### src/rtl/xbar_cfg_sequencer_pkg.sv
// Shared types, geometry and address encoding for the XBar2 configuration sequencer.
package xbar_cfg_pkg;

  localparam int XBAR_IN_PORTS      = 4;
  localparam int XBAR_OUT_PORTS     = 4;
  localparam int XBAR_SETTLE_CYCLES = 2;

  localparam int XBAR_SEL_W  = $clog2(XBAR_IN_PORTS);
  localparam int XBAR_OIDX_W = $clog2(XBAR_OUT_PORTS);
  localparam int XBAR_ADDR_W = 1 + XBAR_OIDX_W + XBAR_SEL_W;

  // MSB set means "no write": the bus parks here whenever nothing is programmed.
  localparam logic [XBAR_ADDR_W-1:0] XBAR_REST_ADDR = {1'b1, {(XBAR_ADDR_W-1){1'b0}}};

  typedef enum logic [1:0] {
    ST_IDLE   = 2'd0,
    ST_LOAD   = 2'd1,
    ST_REST   = 2'd2,
    ST_SETTLE = 2'd3
  } seq_state_e;

  // Route write: MSB clear, then output index, then input selector.
  function automatic logic [XBAR_ADDR_W-1:0] xbar_addr_encode(
    input logic [XBAR_OIDX_W-1:0] k,
    input logic [XBAR_SEL_W-1:0]  sel
  );
    return {1'b0, k, sel};
  endfunction

endpackage

### src/rtl/xbar_cfg_sequencer_if.sv
// Configuration handshake between a route-map requester and the sequencer.
interface xbar_cfg_sequencer_if #(
  parameter int OUT_PORTS = 4,
  parameter int SEL_W     = 2
);
  logic                       cfg_valid;
  logic                       cfg_ready;
  logic [OUT_PORTS*SEL_W-1:0] cfg_route;
  logic [OUT_PORTS-1:0]       cfg_mask;
  logic                       cfg_direct;

  modport master (
    output cfg_valid, cfg_route, cfg_mask, cfg_direct,
    input  cfg_ready
  );

  modport slave (
    input  cfg_valid, cfg_route, cfg_mask, cfg_direct,
    output cfg_ready
  );
endinterface

### src/rtl/xbar_cfg_sequencer.sv
// Serialises an accepted route map into per-output AddressSelect writes,
// parks the bus, applies direct mode and waits a settle time before done.
module xbar_cfg_sequencer
  import xbar_cfg_pkg::*;
#(
  parameter int IN_PORTS      = XBAR_IN_PORTS,
  parameter int OUT_PORTS     = XBAR_OUT_PORTS,
  parameter int SETTLE_CYCLES = XBAR_SETTLE_CYCLES
) (
  input  logic                    Clk,
  input  logic                    Rst,
  xbar_cfg_sequencer_if.slave     cfg,
  output logic [XBAR_ADDR_W-1:0]  AddressSelect,
  output logic                    direct,
  output logic                    busy,
  output logic                    done
);

  localparam int SEL_W  = $clog2(IN_PORTS);
  localparam int OIDX_W = $clog2(OUT_PORTS);
  localparam int ADDR_W = 1 + OIDX_W + SEL_W;
  localparam int CNT_W  = (SETTLE_CYCLES > 1) ? $clog2(SETTLE_CYCLES) : 1;

  localparam logic [ADDR_W-1:0] REST_ADDR   = XBAR_REST_ADDR;
  localparam logic [OIDX_W-1:0] LAST_IDX    = OIDX_W'(OUT_PORTS - 1);
  localparam logic [CNT_W-1:0]  SETTLE_LAST = CNT_W'(SETTLE_CYCLES - 1);

  seq_state_e                 state_r;
  logic [OIDX_W-1:0]          idx_r;
  logic [CNT_W-1:0]           cnt_r;
  logic [OUT_PORTS*SEL_W-1:0] route_r;
  logic [OUT_PORTS-1:0]       mask_r;
  logic                       direct_lat_r;
  logic [SEL_W-1:0]           shadow_r [OUT_PORTS];
  logic [OUT_PORTS-1:0]       valid_r;
  logic [ADDR_W-1:0]          addr_r;
  logic                       direct_r;
  logic                       busy_r;
  logic                       done_r;
  logic                       ready_r;

  logic                       accept_s;
  logic                       load_entry_s;
  logic [OUT_PORTS*SEL_W-1:0] src_route_s;
  logic [OUT_PORTS-1:0]       src_mask_s;
  logic [OIDX_W-1:0]          scan_idx_s;
  logic [SEL_W-1:0]           scan_sel_s;
  logic                       write_s;

  // Decide what the next LOAD cycle emits; on acceptance the incoming map is
  // used directly so output 0 can be written on the first cycle after the handshake.
  always_comb begin
    accept_s     = ready_r & cfg.cfg_valid;
    load_entry_s = accept_s | ((state_r == ST_LOAD) & (idx_r != LAST_IDX));
    src_route_s  = accept_s ? cfg.cfg_route : route_r;
    src_mask_s   = accept_s ? cfg.cfg_mask  : mask_r;
    scan_idx_s   = accept_s ? {OIDX_W{1'b0}} : (idx_r + OIDX_W'(1));
    scan_sel_s   = src_route_s[scan_idx_s*SEL_W +: SEL_W];
    write_s      = load_entry_s & src_mask_s[scan_idx_s] &
                   (~valid_r[scan_idx_s] | (shadow_r[scan_idx_s] != scan_sel_s));
  end

  // Sequencer FSM with registered bus, handshake and status outputs plus shadow table.
  always_ff @(posedge Clk) begin
    if (!Rst) begin
      state_r      <= ST_IDLE;
      idx_r        <= {OIDX_W{1'b0}};
      cnt_r        <= {CNT_W{1'b0}};
      route_r      <= {(OUT_PORTS*SEL_W){1'b0}};
      mask_r       <= {OUT_PORTS{1'b0}};
      direct_lat_r <= 1'b0;
      valid_r      <= {OUT_PORTS{1'b0}};
      addr_r       <= REST_ADDR;
      direct_r     <= 1'b0;
      busy_r       <= 1'b0;
      done_r       <= 1'b0;
      ready_r      <= 1'b0;
      for (int i = 0; i < OUT_PORTS; i++) begin
        shadow_r[i] <= {SEL_W{1'b0}};
      end
    end else begin
      done_r <= 1'b0;
      addr_r <= write_s ? ADDR_W'(xbar_addr_encode(scan_idx_s, scan_sel_s)) : REST_ADDR;
      if (write_s) begin
        shadow_r[scan_idx_s] <= scan_sel_s;
        valid_r[scan_idx_s]  <= 1'b1;
      end else begin
        valid_r <= valid_r;
      end
      if (accept_s) begin
        state_r      <= ST_LOAD;
        idx_r        <= {OIDX_W{1'b0}};
        route_r      <= cfg.cfg_route;
        mask_r       <= cfg.cfg_mask;
        direct_lat_r <= cfg.cfg_direct;
        ready_r      <= 1'b0;
        busy_r       <= 1'b1;
      end else begin
        case (state_r)
          ST_IDLE: begin
            ready_r <= 1'b1;
            busy_r  <= 1'b0;
          end
          ST_LOAD: begin
            if (idx_r == LAST_IDX) begin
              state_r  <= ST_REST;
              direct_r <= direct_lat_r;
            end else begin
              idx_r <= scan_idx_s;
            end
          end
          ST_REST: begin
            state_r <= ST_SETTLE;
            cnt_r   <= {CNT_W{1'b0}};
            done_r  <= (SETTLE_CYCLES == 1);
            ready_r <= (SETTLE_CYCLES == 1);
          end
          ST_SETTLE: begin
            if (cnt_r == SETTLE_LAST) begin
              state_r <= ST_IDLE;
              busy_r  <= 1'b0;
              ready_r <= 1'b1;
            end else begin
              cnt_r   <= cnt_r + CNT_W'(1);
              done_r  <= ((cnt_r + CNT_W'(1)) == SETTLE_LAST);
              ready_r <= ((cnt_r + CNT_W'(1)) == SETTLE_LAST);
            end
          end
          default: begin
            state_r <= ST_IDLE;
            busy_r  <= 1'b0;
            ready_r <= 1'b0;
          end
        endcase
      end
    end
  end

  assign cfg.cfg_ready = ready_r;
  assign AddressSelect = addr_r;
  assign direct        = direct_r;
  assign busy          = busy_r;
  assign done          = done_r;

endmodule

### src/flat_wrapper.sv
// flat-port wrapper written by rule: the top's interface ports become plain ports
module xbar_cfg_sequencer_flat import xbar_cfg_pkg::*;
#(
  parameter int IN_PORTS      = XBAR_IN_PORTS,
  parameter int OUT_PORTS     = XBAR_OUT_PORTS,
  parameter int SETTLE_CYCLES = XBAR_SETTLE_CYCLES
)
  (Clk, Rst, AddressSelect, direct, busy, done, cfg_cfg_valid, cfg_cfg_route, cfg_cfg_mask, cfg_cfg_direct, cfg_cfg_ready);
  xbar_cfg_sequencer_if #(.OUT_PORTS(OUT_PORTS), .SEL_W(2)) cfg_i ();
  input  logic Clk;
  input  logic Rst;
  output logic [XBAR_ADDR_W-1:0] AddressSelect;
  output logic direct;
  output logic busy;
  output logic done;
  input wire logic [$bits(cfg_i.cfg_valid)-1:0] cfg_cfg_valid;
  input wire logic [$bits(cfg_i.cfg_route)-1:0] cfg_cfg_route;
  input wire logic [$bits(cfg_i.cfg_mask)-1:0] cfg_cfg_mask;
  input wire logic [$bits(cfg_i.cfg_direct)-1:0] cfg_cfg_direct;
  output wire logic [$bits(cfg_i.cfg_ready)-1:0] cfg_cfg_ready;
  assign cfg_i.cfg_valid = cfg_cfg_valid;
  assign cfg_i.cfg_route = cfg_cfg_route;
  assign cfg_i.cfg_mask = cfg_cfg_mask;
  assign cfg_i.cfg_direct = cfg_cfg_direct;
  assign cfg_cfg_ready = cfg_i.cfg_ready;
  xbar_cfg_sequencer #(.IN_PORTS(IN_PORTS), .OUT_PORTS(OUT_PORTS), .SETTLE_CYCLES(SETTLE_CYCLES)) u_core (.Clk(Clk), .Rst(Rst), .cfg(cfg_i), .AddressSelect(AddressSelect), .direct(direct), .busy(busy), .done(done));
endmodule
### config.mk
export PLATFORM = sky130hd
export DESIGN_NAME = xbar_cfg_sequencer_flat
export DESIGN_NICKNAME = d
export VERILOG_FILES = /design/src/rtl/xbar_cfg_sequencer_pkg.sv /design/src/rtl/xbar_cfg_sequencer_if.sv /design/src/rtl/xbar_cfg_sequencer.sv /design/src/flat_wrapper.sv
export SDC_FILE = /design/constraint.sdc
export NUM_CORES = 1
export LEC_CHECK = 0
export ABC_AREA = 0
export BUFFER_PORTS_ARGS = -buffer_cell sky130_fd_sc_hd__buf_4
export CORE_MARGIN = 2
export CORE_UTILIZATION = 40
export DETAILED_ROUTE_END_ITERATION = 10
export GPL_ROUTABILITY_DRIVEN = 1
export HOLD_SLACK_MARGIN = 0.08
export REMOVE_ABC_BUFFERS = 1
export SLEW_MARGIN = 20
export SYNTH_ARGS = -nofsm -noshare
export SYNTH_HDL_FRONTEND = slang
export SYNTH_SLANG_ARGS = --single-unit
### constraint.sdc
create_clock -name Clk -period 2.7 [get_ports Clk]
set_clock_uncertainty 0.05 [all_clocks]
set_input_delay 0.27 -clock Clk [delete_from_list [all_inputs] [get_ports Clk]]
set_output_delay 0.27 -clock Clk [all_outputs]
set_load 0.01 [all_outputs]
## After elaboration in Yosys (flattened, before gate mapping)

Memories as Yosys holds them, arrays and structs flattened.
Cells that the tools add are included.

| storage, ports and cells | value |
|---|---|
| register bits after elaboration | 31 |
| memories kept | 1 |
| input port bits | 16 |
| output and inout bits | 9 |
| bits in writable memories | 8 |

| cells by class | value |
|---|---|
| eq/ne operators | 10 |
| muxes and demuxes | 27 |
| shifts and indexed selects | 1 |
| add/sub/neg operators | 2 |
| bitwise operators | 12 |
| reductions and logical operators | 17 |
| order comparisons | 2 |

Memory list:

| name | words | bits a word | rd ports | clocked after memory_dff | write ports | line | text |
|---|---|---|---|---|---|---|---|
| u_core.shadow_r | 4 | 2 | 1 | 0 | 4 | xbar_cfg_sequencer.sv:34 | `logic [SEL_W-1:0] shadow_r [OUT_PORTS];` |

Operator list:

| kind | number |
|---|---|
| $mux W1 | 12 |
| $mux W2 | 5 |
| $reduce_and A3 Y1 | 3 |
| $reduce_bool A3 Y1 | 3 |
| $mux W8 | 1 |
| $reduce_and A2 Y1 | 4 |
| $shiftx A8 B4 Y2 | 1 |
| $eq A2 B2 Y1 const B | 3 |
| $pmux W2 S3 | 1 |
| $mux W5 | 1 |
| $not A1 Y1 | 5 |
| $and A1 B1 Y1 | 4 |
| $bmux W1 S2 | 2 |
| $mux W4 | 1 |
| $ne A2 B2 Y1 const B | 2 |
| $or A4 B4 Y4 | 1 |
| $pmux W1 S2 | 2 |
| $reduce_bool A4 Y1 | 1 |
| $reduce_or A2 Y1 | 2 |
| $reduce_or A4 Y1 | 1 |
| $lt A2 B3 Y1 const B | 1 |
| $ne A3 B1 Y1 const B | 1 |
| $ne A3 B2 Y1 const B | 1 |
| $pmux W1 S3 | 1 |
| other kinds (11) | 12 |

## Logic depth before layout (Yosys ltp)

| depth | value |
|---|---|
| depth after elaboration | 12 |
| depth in mapped cells | 8 |

## Least setup slack after synthesis

No wires, ideal clock.

| timing | value |
|---|---|
| kind | register to register |
| start point | register u_core.idx_r[0] |
| end point | memory u_core.shadow_r[3][0] (enable) |
| cell stages (with the launch flop) | 9 |
| period minus slack after synthesis | 2680 ps |
| buffers on the path | 2 |
| data required time | 2382 ps |
| slack | 20 ps |
| arrival | 2363 ps |
| setup time | 268 ps |
| cell sequence | dfxtp_1 > ha_1 > buf_2 > mux2_2 > o32a_1 > a2111o_1 > a2111oi_2 > buf_6 > o31ai_2 |

RTL lines:

| what | line | text |
|---|---|---|
| start: declaration | xbar_cfg_sequencer.sv:29 | `logic [OIDX_W-1:0] idx_r;` |
| start signal: assignment | xbar_cfg_sequencer.sv:67 | `idx_r <= {OIDX_W{1'b0}};` |
| start signal: assignment | xbar_cfg_sequencer.sv:92 | `idx_r <= {OIDX_W{1'b0}};` |
| start signal: assignment | xbar_cfg_sequencer.sv:109 | `idx_r <= scan_idx_s;` |
| end: declaration | xbar_cfg_sequencer.sv:34 |  |

==> metrics.txt <==
Arr. time, crit path ~2.5 ns; commonest cells after routing, fill and taps aside buf_4, nand2_1, dfxtp_1; Routed WL ~4200 um; global route total overflow 0; first drt pass iteration count 4; io pins 25; synthesized area approximately 1900 um2; diode count 0; Max Slew Vio Count 0; Die Area roughly 5400 um2; initial antenna violation count 0; max-cap viol count 0; Finish-stage setup viols 0; Period minus WS final 2.54 ns; status completed; # nets final 266; Worst-Skew Late Latency about 0.30 ns; initial DRC count 90; sequential area share after synthesis 0.445; Synth Warn # 0; share of layout cells above drive strength 1 0.287; ys flop type dfxtp_1; global-route wire length before repair roughly 7400 um; Fmax 0.393 GHz; RSZ-0062 raised after global routing no; core area 4690 um2; Vias 1,590; die width 73.5 um; asr flop ratio synth 0; count of final hold-check violations 0; vias in the first global route 1,550; Final GP Congestion 0.845; Pleak 0.946 nW; largest net degree at the start of global routing 28; Worst-path clk slew 0.08 ns; worst rel slew slack 0.624; Total Neg Setup Slack 0 ns; CTS Buf Count 5; most common cell after layout, fill and taps aside buf_4; CTS root buf clkbuf_8; P per Cell Area 728 nW/um2; row count 25; CP endpoint kind register; hold buffers post-CTS 0; Mapped Avg Cell Area 9.39 um2; fill count 473; Reg area approximately 860 um2; Worst Tran Pin Value 0.557 ns; CP startpoint kind register; CP required roughly 2.7 ns; Global Route Usage Sum 0.182; CTS tree done; Initial Utilization 0.412; Post-route DRC 0; Yosys reg bits 39; CP max FO 7; Hold Slack 0.173 ns; footprint of the multi-input gates roughly 1000 um2; Min-Delay Path Class in2reg; CTS H-tree depth 2; Die Ht 73.5 um; Crit Path Class reg2reg; Post-synth EDFFs 8; post-synth cell types 47; antenna-violating nets left 0; drt wl/cell 14.0 um; DP HPWL just over 3000 um; area added between synthesis and finish 22.6%; number of port buffers 24; vias per cell approximately 5.3; Final Cycle Share 0.942; clock buffer depth 2; Cells after Synth a little over 200; CTS sink count 39; worst IR drop on VDD 0.326 mV
critical path: stages (launching register included):
cell and delay, ns:
dfxtp_1 0.34, ha_4 0.31, mux2_2 0.33, o32a_1 0.19, a2111o_1 0.40, a2111oi_2 0.36, buf_4 0.23, o21ai_2 0.09
repair_timing:
| action | in CTS | in global routing |
|---|---|---|
| endpoints found under the hold margin | 0 | 0 |
| gates resized for setup | 0 | 4 |
| setup endpoints to repair | 0 | 19 |
| setup buffers | 0 | 0 |
where the power goes:
group          switching, mW  leakage, nW  total [mW]  internal (mW)
Combinational          0.352        0.570       0.654          0.302
Sequential            0.0380        0.335       0.689          0.651
Clock                  0.203       0.0412       0.384          0.180
Total                  0.594        0.946        1.73           1.13
cells by family (layout without fill, tap and decap cells):
family	Yosys count	after routing	share of synthesized area
simple gates	86	86	0.215
flops	39	39	0.445
buf+inv	13	51	0.0349
xor+xnor	1	1	0.00453
fa+ha+maj	7	7	0.0453
mux	9	9	0.0505
compound gates	51	51	0.204
path summary, 6_finish.rpt:
check	startpoint	end	slack, ns	cells after the start
worst max-delay path	u_core.idx_r[0]	u_core.shadow_r[1][1]	0.16	7
worst min-delay path	cfg_cfg_direct	u_core.direct_lat_r	0.17	3
worst max register to register	u_core.idx_r[0]	u_core.shadow_r[1][1]	0.16	7
worst min register to register	u_core.valid_r[3]	u_core.valid_r[3]	0.41	2
cell type report:
type | instances | share of cell area
Clock inverter | 2 | 0.00527
Tap cell | 54 | 0.0285
Inverter | 2 | 0.00316
Timing Repair Buffer | 41 | 0.135
Clock buffer | 6 | 0.0306
Multi-Input combinational cell | 154 | 0.435
Sequential cell | 39 | 0.363
cell usage after synthesis, drive strengths merged (3+ instances only):
master,number,area [um2]
mux2,6,67.6
o22ai,3,18.8
edfxtp,8,240
ha,7,87.6
a21boi,15,113
nand3,4,20.0
mux2i,3,30.0
nand2b,7,43.8
nor4,5,37.5
o21ai,10,76.3
nor2b,4,25.0
buf,8,48.8
nand2,40,153
dfxtp,31,621
clkbuf,3,11.3
a21oi,7,35.0
nor2,12,45.0
nor3b,3,22.5
per-layer routing:
metal / track usage / part of all wire / up-vias
li1: - / - / 808
met1: 0.241 / 0.48 / 733
met2: 0.266 / 0.44 / 35
met3: 0.0535 / 0.049 / 14
met4: 0.101 / 0.033 / 0
met5: 0 / 0 / -
per-stage QoR:
stage / instance area, um2 / instances / setup WS, ns / utilization / power, mW
2_1_floorplan: 1870 / 195 / -0.848 / - / 1.09
3_3_place_gp: 2260 / 290 / 0.0678 / 0.482 / 1.34
3_5_place_dp: 2260 / 290 / 0.0448 / 0.482 / 1.34
4_1_cts: 2350 / 298 / 0.00401 / 0.500 / 1.73
5_1_grt: 2370 / 298 / 0.0223 / 0.506 / 1.86
6_report: 2370 / 298 / 0.156 / 0.506 / 1.73
state kept, by name (all words and copies together), names as in the netlist:
register and flops:
u_core.AddressSelect 5, u_core.busy 1, u_core.valid_r 4, u_core.shadow_r 8, u_core.direct 1, u_core.mask_r 4
u_core.cnt_r 1, u_core.cfg.cfg_ready 1, u_core.idx_r 2, u_core.route_r 8, u_core.direct_lat_r 1, u_core.done 1
u_core.state_r 2
Power figures use the tool's default switching activity.
